==> src/rtl/vga_sync_decoder.sv <==
// vga_sync_decoder
//   Receive-side timing recovery for an external VGA h_sync/v_sync pair.
//   Measures line and frame periods, locks once the timing is stable, and
//   regenerates pixel/line counters and a display window aligned to the
//   incoming video (fixed 3-clock offset from the pins).
//
// Ports
//   clk_in      in   pixel clock, rising edge
//   reset       in   synchronous, active-low
//   h_sync_in   in   asynchronous horizontal sync pin
//   v_sync_in   in   asynchronous vertical sync pin
//   h_count     out  regenerated pixel counter (0 while searching)
//   v_count     out  regenerated line counter (0 while searching)
//   display_en  out  active-window flag, only while locked
//   frame_start out  one-cycle pulse per v_sync leading edge
//   locked      out  timing stable
//   h_total     out  last measured clocks per line
//   v_total     out  last measured lines per frame
//   sync_err    out  one-cycle pulse on mismatch or missing sync
module vga_sync_decoder #(
    parameter int SYNC_POL    = 1,
    parameter int H_START     = 384,
    parameter int H_ACTIVE    = 1280,
    parameter int V_START     = 38,
    parameter int V_ACTIVE    = 960,
    parameter int LOCK_FRAMES = 2,
    parameter int H_TOL       = 1
) (
    input  logic        clk_in,
    input  logic        reset,
    input  logic        h_sync_in,
    input  logic        v_sync_in,
    output logic [11:0] h_count,
    output logic [11:0] v_count,
    output logic        display_en,
    output logic        frame_start,
    output logic        locked,
    output logic [11:0] h_total,
    output logic [11:0] v_total,
    output logic        sync_err
);
    typedef enum logic [1:0] {SEARCH, MEASURE, LOCKED} state_t;

    localparam logic [11:0] CNT_MAX = '1;
    localparam logic [11:0] CNT_PRE = 12'hFFE;
    localparam logic [12:0] H_BEG   = 13'(H_START);
    localparam logic [12:0] H_END   = 13'(H_START + H_ACTIVE);
    localparam logic [12:0] V_BEG   = 13'(V_START);
    localparam logic [12:0] V_END   = 13'(V_START + V_ACTIVE);
    localparam logic [11:0] TOL     = 12'(H_TOL);
    localparam logic [3:0]  LOCK_N  = 4'(LOCK_FRAMES);
    localparam logic        INV     = (SYNC_POL == 0) ? 1'b1 : 1'b0;

    // Synchronizer flops hold the polarity-normalised level, so a cleared
    // flop always means "sync inactive".
    logic        h_meta_q, h_sync_q, h_prev_q;
    logic        v_meta_q, v_sync_q, v_prev_q;
    logic        h_edge, v_edge, v_clr;
    logic [11:0] hcnt_q, hcnt_d, vcnt_q, vcnt_d;
    logic [11:0] h_meas, v_meas, h_diff;
    logic [11:0] h_total_q, v_total_q;
    logic        v_pend_q, v_pend_d;
    logic        line_bad_q, line_bad_d;
    logic        bad_line, frame_ok, h_tmo, v_tmo, in_win;
    state_t      state_q, state_d;
    logic [3:0]  match_q, match_d;
    logic        started_q, started_d, ref_q, ref_d;
    logic        err_q, err_d, disp_q, fs_q;

    always_comb begin
        h_edge   = h_sync_q & ~h_prev_q;
        v_edge   = v_sync_q & ~v_prev_q;
        // A v edge is held until the next h edge so v_count clears on a line boundary.
        v_clr    = h_edge & (v_edge | v_pend_q);
        h_meas   = (hcnt_q == CNT_MAX) ? CNT_MAX : hcnt_q + 12'd1;
        v_meas   = (vcnt_q == CNT_MAX) ? CNT_MAX : vcnt_q + 12'd1;
        h_diff   = (h_meas >= h_total_q) ? h_meas - h_total_q : h_total_q - h_meas;
        bad_line = h_edge & (h_diff > TOL);
        frame_ok = (v_meas == v_total_q) & ~line_bad_q & ~bad_line;
        // Fire once, on the step into saturation.
        h_tmo    = ~h_edge & (hcnt_q == CNT_PRE);
        v_tmo    = h_edge & ~v_clr & (vcnt_q == CNT_PRE);
        hcnt_d   = h_edge ? '0 : h_meas;
        vcnt_d   = v_clr ? '0 : (h_edge ? v_meas : vcnt_q);
        v_pend_d = h_edge ? 1'b0 : (v_pend_q | v_edge);
        line_bad_d = v_clr ? 1'b0 : (line_bad_q | bad_line);
        in_win   = ({1'b0, hcnt_q} >= H_BEG) & ({1'b0, hcnt_q} < H_END) &
                   ({1'b0, vcnt_q} >= V_BEG) & ({1'b0, vcnt_q} < V_END);
    end

    // MEASURE skips two frame boundaries before comparing: the first opens
    // a full frame (unless the entry edge already cleared v), the second
    // closes the reference frame whose v_total becomes the comparison value.
    always_comb begin
        state_d   = state_q;
        match_d   = match_q;
        started_d = started_q;
        ref_d     = ref_q;
        err_d     = 1'b0;
        case (state_q)
            SEARCH: begin
                if (v_edge) begin
                    state_d   = MEASURE;
                    match_d   = '0;
                    started_d = v_clr;
                    ref_d     = 1'b0;
                end
            end
            MEASURE: begin
                if (v_clr) begin
                    if (!started_q) begin
                        started_d = 1'b1;
                    end else if (!ref_q) begin
                        ref_d = 1'b1;
                    end else if (frame_ok) begin
                        match_d = match_q + 4'd1;
                        if (match_d == LOCK_N) state_d = LOCKED;
                    end else begin
                        match_d = '0;
                        err_d   = 1'b1;
                    end
                end
            end
            LOCKED: begin
                if (bad_line || (v_clr && (v_meas != v_total_q))) begin
                    err_d   = 1'b1;
                    state_d = SEARCH;
                end
            end
            default: state_d = SEARCH;
        endcase
        if (h_tmo || v_tmo) begin
            err_d   = 1'b1;
            state_d = SEARCH;
        end
    end

    always_ff @(posedge clk_in) begin
        if (!reset) begin
            h_meta_q   <= 1'b0;
            h_sync_q   <= 1'b0;
            h_prev_q   <= 1'b0;
            v_meta_q   <= 1'b0;
            v_sync_q   <= 1'b0;
            v_prev_q   <= 1'b0;
            hcnt_q     <= '0;
            vcnt_q     <= '0;
            h_total_q  <= '0;
            v_total_q  <= '0;
            v_pend_q   <= 1'b0;
            line_bad_q <= 1'b0;
            state_q    <= SEARCH;
            match_q    <= '0;
            started_q  <= 1'b0;
            ref_q      <= 1'b0;
            err_q      <= 1'b0;
            disp_q     <= 1'b0;
            fs_q       <= 1'b0;
        end else begin
            h_meta_q   <= h_sync_in ^ INV;
            h_sync_q   <= h_meta_q;
            h_prev_q   <= h_sync_q;
            v_meta_q   <= v_sync_in ^ INV;
            v_sync_q   <= v_meta_q;
            v_prev_q   <= v_sync_q;
            hcnt_q     <= hcnt_d;
            vcnt_q     <= vcnt_d;
            if (h_edge) h_total_q <= h_meas;
            if (v_clr)  v_total_q <= v_meas;
            v_pend_q   <= v_pend_d;
            line_bad_q <= line_bad_d;
            state_q    <= state_d;
            match_q    <= match_d;
            started_q  <= started_d;
            ref_q      <= ref_d;
            err_q      <= err_d;
            // Gated by the next state so the window drops with lock.
            disp_q     <= (state_d == LOCKED) & in_win;
            fs_q       <= v_edge;
        end
    end

    assign h_count     = (state_q == SEARCH) ? '0 : hcnt_q;
    assign v_count     = (state_q == SEARCH) ? '0 : vcnt_q;
    assign display_en  = disp_q;
    assign frame_start = fs_q;
    assign locked      = (state_q == LOCKED);
    assign h_total     = h_total_q;
    assign v_total     = v_total_q;
    assign sync_err    = err_q;
endmodule
==> config.mk <==
export PLATFORM = sky130hd
export DESIGN_NAME = vga_sync_decoder
export DESIGN_NICKNAME = d
export VERILOG_FILES = /design/src/rtl/vga_sync_decoder.sv
export SDC_FILE = /design/constraint.sdc
export NUM_CORES = 1
export LEC_CHECK = 0
export CAP_MARGIN = 20
export CORE_ASPECT_RATIO = 0.5
export CORE_MARGIN = 2
export CORE_UTILIZATION = 40
export CTS_BUF_LIST = sky130_fd_sc_hd__clkbuf_8
export CTS_CLUSTER_DIAMETER = 80
export CTS_CLUSTER_SIZE = 24
export DETAILED_ROUTE_END_ITERATION = 16
export PLACE_DENSITY = 0.62
export SYNTH_ARGS = -nofsm -noshare
export SYNTH_HDL_FRONTEND = slang
export SYNTH_SLANG_ARGS = --single-unit
==> constraint.sdc <==
create_clock -name clk_in -period 4.3 [get_ports clk_in]
set_input_delay 0.645 -clock clk_in [delete_from_list [all_inputs] [get_ports clk_in]]
set_output_delay 0.645 -clock clk_in [all_outputs]
set_load 0.05 [all_outputs]
**Word level (Yosys, flattened, before mapping)**

Index checks and enable logic that the tools add are counted.

- Register bits after elaboration: 67
- Input port bits: 4
- Output and inout bits: 52
- Word-level logic and storage cells: 110

- Add/sub/neg operators: 5
- Order comparisons: 6
- Equal/unequal tests: 14
- Mux-type cells: 34
- Bitwise operators: 22
- Reduce and logical (&&, ||, !) cells: 10

Operators with widths:

| kind | number |
|---|---|
| $mux 12 | 5 |
| $eq 12x12->1 const B | 4 |
| $add 12x1->12 const B | 2 |
| $sub 12x12->12 | 2 |
| $mux 4 | 5 |
| $mux 2 | 8 |
| $and 1x1->1 | 13 |
| $eq 12x12->1 | 1 |
| $ge 12x12->1 | 1 |
| $ge 12x6->1 const B | 1 |
| $ge 12x9->1 const B | 1 |
| $gt 12x1->1 const B | 1 |
| $lt 12x10->1 const B | 1 |
| $lt 12x11->1 const B | 1 |
| $ne 12x12->1 | 1 |
| $mux 1 | 11 |
| $ne 2x2->1 const B | 4 |
| $pmux 4 s2 | 1 |
| $not 1->1 | 7 |
| $pmux 1 s2 | 3 |
| $pmux 2 s3 | 1 |
| $reduce_and 5->1 | 1 |
| $add 4x1->4 const B | 1 |
| $eq 2x2->1 const B | 2 |
| other kinds (10) | 13 |

**Longest topological paths before layout**

- Word-level depth: 16
- Mapped depth: 20

**Worst setup path after synthesis**

No wires, ideal clock.

- Path kind: reg2reg
- From: register hcnt_q[3]
- To: register disp_q (netlist: display_en)
- Arrival: 3.899 ns
- Slack: 0.273 ns
- Cell stages (with the launch flop): 21
- Clock period less this slack: 4.027 ns
- Path through: dfxtp_1 > and3_1 > nand2_1 > nor2_1 > nand3_1 > nor2_1 > nand2_1 > nand2_1 > inv_1 > ha_1 > fa_1 > nand3b_1 > and3_1 > or4_1 > a21oi_1 > a32oi_1 > a22oi_2 > o211a_1 > a22o_1 > o311ai_2 > nor4b_2

- Longest elaborated chain between the ends: 16
- Elaborated cells between the ends (all ways): 29
- Classes of those cells: add/sub: 3; order compare: 4; eq/ne: 3; mux: 9; bitwise: 8; reduce/logical: 2

RTL lines:

| item | RTL line | RTL |
|---|---|---|
| start: declaration | 59 | `logic [11:0] hcnt_q, hcnt_d, vcnt_q, vcnt_d;` |
| start signal: assignment | 166 | `hcnt_q <= hcnt_d;` |
| $eq 12x12->1 (*) | 75 | `h_meas = (hcnt_q == CNT_MAX) ? CNT_MAX : hcnt_q + 12'd1;` |
| $mux 12 (*) | 75 |  |
| named net h_meas[0] | 60 | `logic [11:0] h_meas, v_meas, h_diff;` |
| $sub 12x12->12 or $ge 12x12->1 (tied branches) | 77 | `h_diff = (h_meas >= h_total_q) ? h_meas - h_total_q : h_total_q - h_meas;` |
| $mux 12 (*) | 77 |  |
| $gt 12x1->1 (*) | 78 | `bad_line = h_edge & (h_diff > TOL);` |
| $and 1x1->1 (*) | 78 |  |
| $not 1->1 | 79 | `frame_ok = (v_meas == v_total_q) & ~line_bad_q & ~bad_line;` |
| $and 1x1->1 | 79 |  |
| $mux 2 | 115 | `end else if (frame_ok) begin` |
| $mux 2 | 113 | `end else if (!ref_q) begin` |
| $mux 2 | 111 | `if (!started_q) begin` |
| $mux 2 | 110 | `if (v_clr) begin` |
| $pmux 2 s3 (*) | 100 | `case (state_q)` |
| $mux 2 (*) | 132 | `if (h_tmo \|\| v_tmo) begin` |
| $eq 2x2->1 (*) | 178 | `disp_q <= (state_d == LOCKED) & in_win;` |
| $and 1x1->1 (*) | 178 |  |
| end signal: assignment | 178 |  |
| end: declaration | 68 | `logic err_q, err_d, disp_q, fs_q;` |

The timed path passes the listed nets; every way through them passes the cells marked *.
A chain may end at the register's enable or synchronous reset.

**Final worst setup path**

- From: register hcnt_q[4]
- To: register match_q[2]

- Longest elaborated chain between the ends: 13
- Elaborated cells between the ends (all ways): 16
- Classes of those cells: add/sub: 3; order compare: 2; eq/ne: 1; mux: 7; bitwise: 3

RTL lines:

| item | RTL line | RTL |
|---|---|---|
| $add 12x1->12 or $eq 12x12->1 (tied branches) | 75 |  |
| $mux 12 (*) | 75 |  |
| named net h_meas[6] | 60 |  |
| $sub 12x12->12 or $ge 12x12->1 (tied branches) | 77 |  |
| $mux 12 (*) | 77 |  |
| $gt 12x1->1 (*) | 78 |  |
| $and 1x1->1 (*) | 78 |  |
| $not 1->1 (*) | 79 |  |
| $and 1x1->1 (*) | 79 |  |
| $mux 4 (*) | 115 |  |
| $mux 4 (*) | 113 |  |
| $mux 4 (*) | 111 |  |
| $mux 4 (*) | 110 |  |
| $pmux 4 s2 (*) | 100 |  |
| end signal: assignment | 173 | `match_q <= match_d;` |
| end: declaration | 66 | `logic [3:0] match_q, match_d;` |

The timed path passes the listed nets; every way through them passes the cells marked *. The select of a mux whose other input is x is not followed.

==> summary.txt <==
Worst Skew -> 8.193 ps
Peak Freq -> 243.4 MHz
Grt total ovfl -> 0
H-tree Lvls -> 3
Setup crit start kind -> flop
Residual DRC count -> 0
Dominant synthesized flop cell -> dfxtp_1
Reg clk slew, reported paths -> 70 ps
DR WL/cell -> 16.42 um
Hold slack final -> 441.6 ps
# port buffers -> 55
Core area -> 0.01191 sq mm
Fin crit period -> 4108 ps
Worst slew pin tran -> 926.8 ps
Status -> complete, no violations
Post-Syn Area per Cell -> 7.886 sq um
Root buffer cell -> clkbuf_8
Post-synth EDFFs -> 0
CP required -> 4580 ps
Post-synthesis sequential area ratio -> 27.26%
Sequential Area -> 0.001343 sq mm
Final #Nets -> 717
Post-DP HPWL -> 10.34 mm
Routed Antenna Nets -> 0
Die X -> 160.9 um
Crit path arrival time -> 4390 ps
N_diodes -> 0
Vias per cell -> 5.666
Initial Util -> 41.31%
Count of final setup violators -> 0
Leakage -> 0.002368 uW
Final Util -> 50.48%
Part of the cycle the worst path needs -> 95.54%
GRT Resource Usage Total -> 20.96%
Pwr/cell area -> 249.7 mW/mm^2
Adder-cell share of the synthesized area -> 9.458%
#FFs+latches synth -> 67
Largest net degree at the start of global routing -> 26
Setup crit end kind -> flop
Final hold vios -> 0
Compound-Gate Fraction of Synth Area -> 23.85%
Die footprint -> 0.01326 sq mm
# hold bufs at CTS -> 0
Cell count after synthesis -> 624
Max Root-Sink Buffers -> 2
Mux share of post-synthesis cell area -> 1.093%
FP Rows -> 28
First-pass GRT wire length -> 22.02 mm
P&R area growth vs syn -> 22.20%
Max cap viols -> 0
Die Y-Extent -> 82.43 um
Num Clock Sinks -> 67
Xor and xnor area share after synthesis -> 4.628%
Ys Warns -> 0
Initial antenna violation count -> 0
Crit Path Max Fanout -> 10
WL final -> 13.91 mm
RePlAce Congestion -> 0.9511
Clk_lat worst skew -> 360 ps
Vias in the first global route -> 4457
Worst VDD drop -> 0.1378 mV
Vias post-DR -> 4799
Most common cell after layout, fill and taps aside -> dfxtp_1
Ys async rst share -> 0%
Combinational family with the most area after synthesis -> simple AND/OR/NAND/NOR gates
Syn Std Cell Area -> 0.004921 sq mm
CTS buffer count -> 9
CTS tree -> done
Crit Path Category -> flop to flop
Slew Viols, Final -> 0
1st-iter DRT viols -> 449
First drt pass iteration count -> 5
Worst Hold Class -> flop to flop
Slew headroom -> 38.21%
Layout cells sized above 1 -> 13.34%
Post-Synth Simple-Gate Area -> 26.77%
Multi-input logic area -> 0.003382 sq mm
I/O pin count -> 56
Post-Syn Nets -> 664
Most frequent cells in the layout -> dfxtp_1 (66), clkdlybuf4s50_1 (55), nor2_1 (54)
Distinct cells, synth -> 74
FILL cells -> 1201
## report_power, final
group	leakage, uW	switching [uW]	total [uW]	internal, uW
sequential	0.000542	11.4	641	629
clock	0.000108	247	561	313
combinational	0.00172	177	300	123
## worst max-delay path, cell delays in order, from the launching register on
cell,delay [ps]
dfxtp_1,330
and3_1,190
nand2_2,100
nor2_4,120
nand3_2,140
nor2_4,160
nand2_4,100
and2_2,220
inv_1,60
ha_2,310
a21o_1,220
a221o_1,300
a21o_1,200
o211ai_2,150
a21o_1,180
o2111ai_4,150
nor4_4,270
buf_4,190
buf_4,140
nand4_2,120
o211a_1,240
nor3_2,140
## path summary, 6_finish.rpt
check                                from  slack, ps  cells past startpoint          to
worst min register to register   v_meta_q        440                      1    v_sync_q
worst min-delay path             v_meta_q        440                      1    v_sync_q
worst max register to register  hcnt_q[4]        190                     21  match_q[2]
worst max-delay path            hcnt_q[4]        190                     21  match_q[2]
## final cells by class
| type | instances | area share (%) |
|---|---|---|
| multi-input combinational | 483 | 56.24 |
| inverter | 37 | 2.310 |
| sequential | 67 | 22.33 |
| clock buffer | 12 | 2.747 |
| timing repair buffer | 79 | 12.15 |
| clock inverter | 4 | 0.7907 |
| tap | 165 | 3.433 |
## cells by family after synthesis
kind of cell    count (synthesis)
buf+inv                        74
fa+ha+maj                      36
mux                             5
simple gates                  244
flops                          67
xor+xnor                       26
compound gates                172
## synthesized netlist by cell type, types with 3 or more instances
master | count | share of area (%)
a211oi_1 | 7 | 1.1
a21o_1 | 17 | 2.6
a21oi_1 | 45 | 4.6
a221oi_1 | 4 | 0.71
a22o_1 | 3 | 0.53
a311oi_1 | 4 | 0.71
a31oi_1 | 12 | 1.5
and2_1 | 18 | 2.3
and3_1 | 7 | 0.89
and4_1 | 6 | 1.1
buf_2 | 11 | 1.1
buf_4 | 3 | 0.46
buf_6 | 5 | 1.1
clkbuf_1 | 16 | 1.2
dfxtp_1 | 67 | 27
ha_1 | 34 | 8.6
inv_1 | 37 | 2.8
mux2_2 | 3 | 0.69
nand2_1 | 47 | 3.6
nand2b_1 | 4 | 0.51
nand3_1 | 25 | 2.5
nand4_1 | 11 | 1.4
nor2_1 | 56 | 4.3
nor2b_1 | 26 | 3.3
nor3_1 | 20 | 2.0
o211a_1 | 3 | 0.61
o211ai_1 | 12 | 1.8
o21a_1 | 5 | 0.76
o21ai_0 | 18 | 1.8
o21ai_1 | 3 | 0.31
o22ai_1 | 15 | 1.9
xnor2_1 | 10 | 1.8
xor2_1 | 16 | 2.8
## per-stage QoR
step	power (uW)	cells	TNS [ps]	cell area, sq um	setup WS (ps)
after floorplan	846.2	624	0	4921	272.5
after global placement	921.7	830	-273.9	5648	-77.48
after detailed placement	923.1	830	-342.5	5648	-101.8
after CTS	1494	847	0	5882	18.63
after global routing	1568	847	-136.9	6013	-52.34
final	1502	847	0	6013	191.9
## metal layers
metal	up-vias	track usage, %	part of all wire, %
met5	-	0	0
met4	0	5.893	1.5
met3	26	3.846	5.9
met2	172	37.00	47
met1	2262	26.77	46
li1	2339	-	-
## flip-flops by register name, indices dropped and copies added (netlist names), 2 cells and up
signal / flops
h_total: 12
hcnt_q: 12
v_total: 12
vcnt_q: 12
match_q: 4
state_q: 2
## repair_timing
action / CTS / global route
pin swaps: 2 / 6
setup endpoints to repair: 7 / 9
resized for setup: 5 / 31
buffers inserted: 1 / 0
No activity file was read; power rests on OpenSTA's default activity.
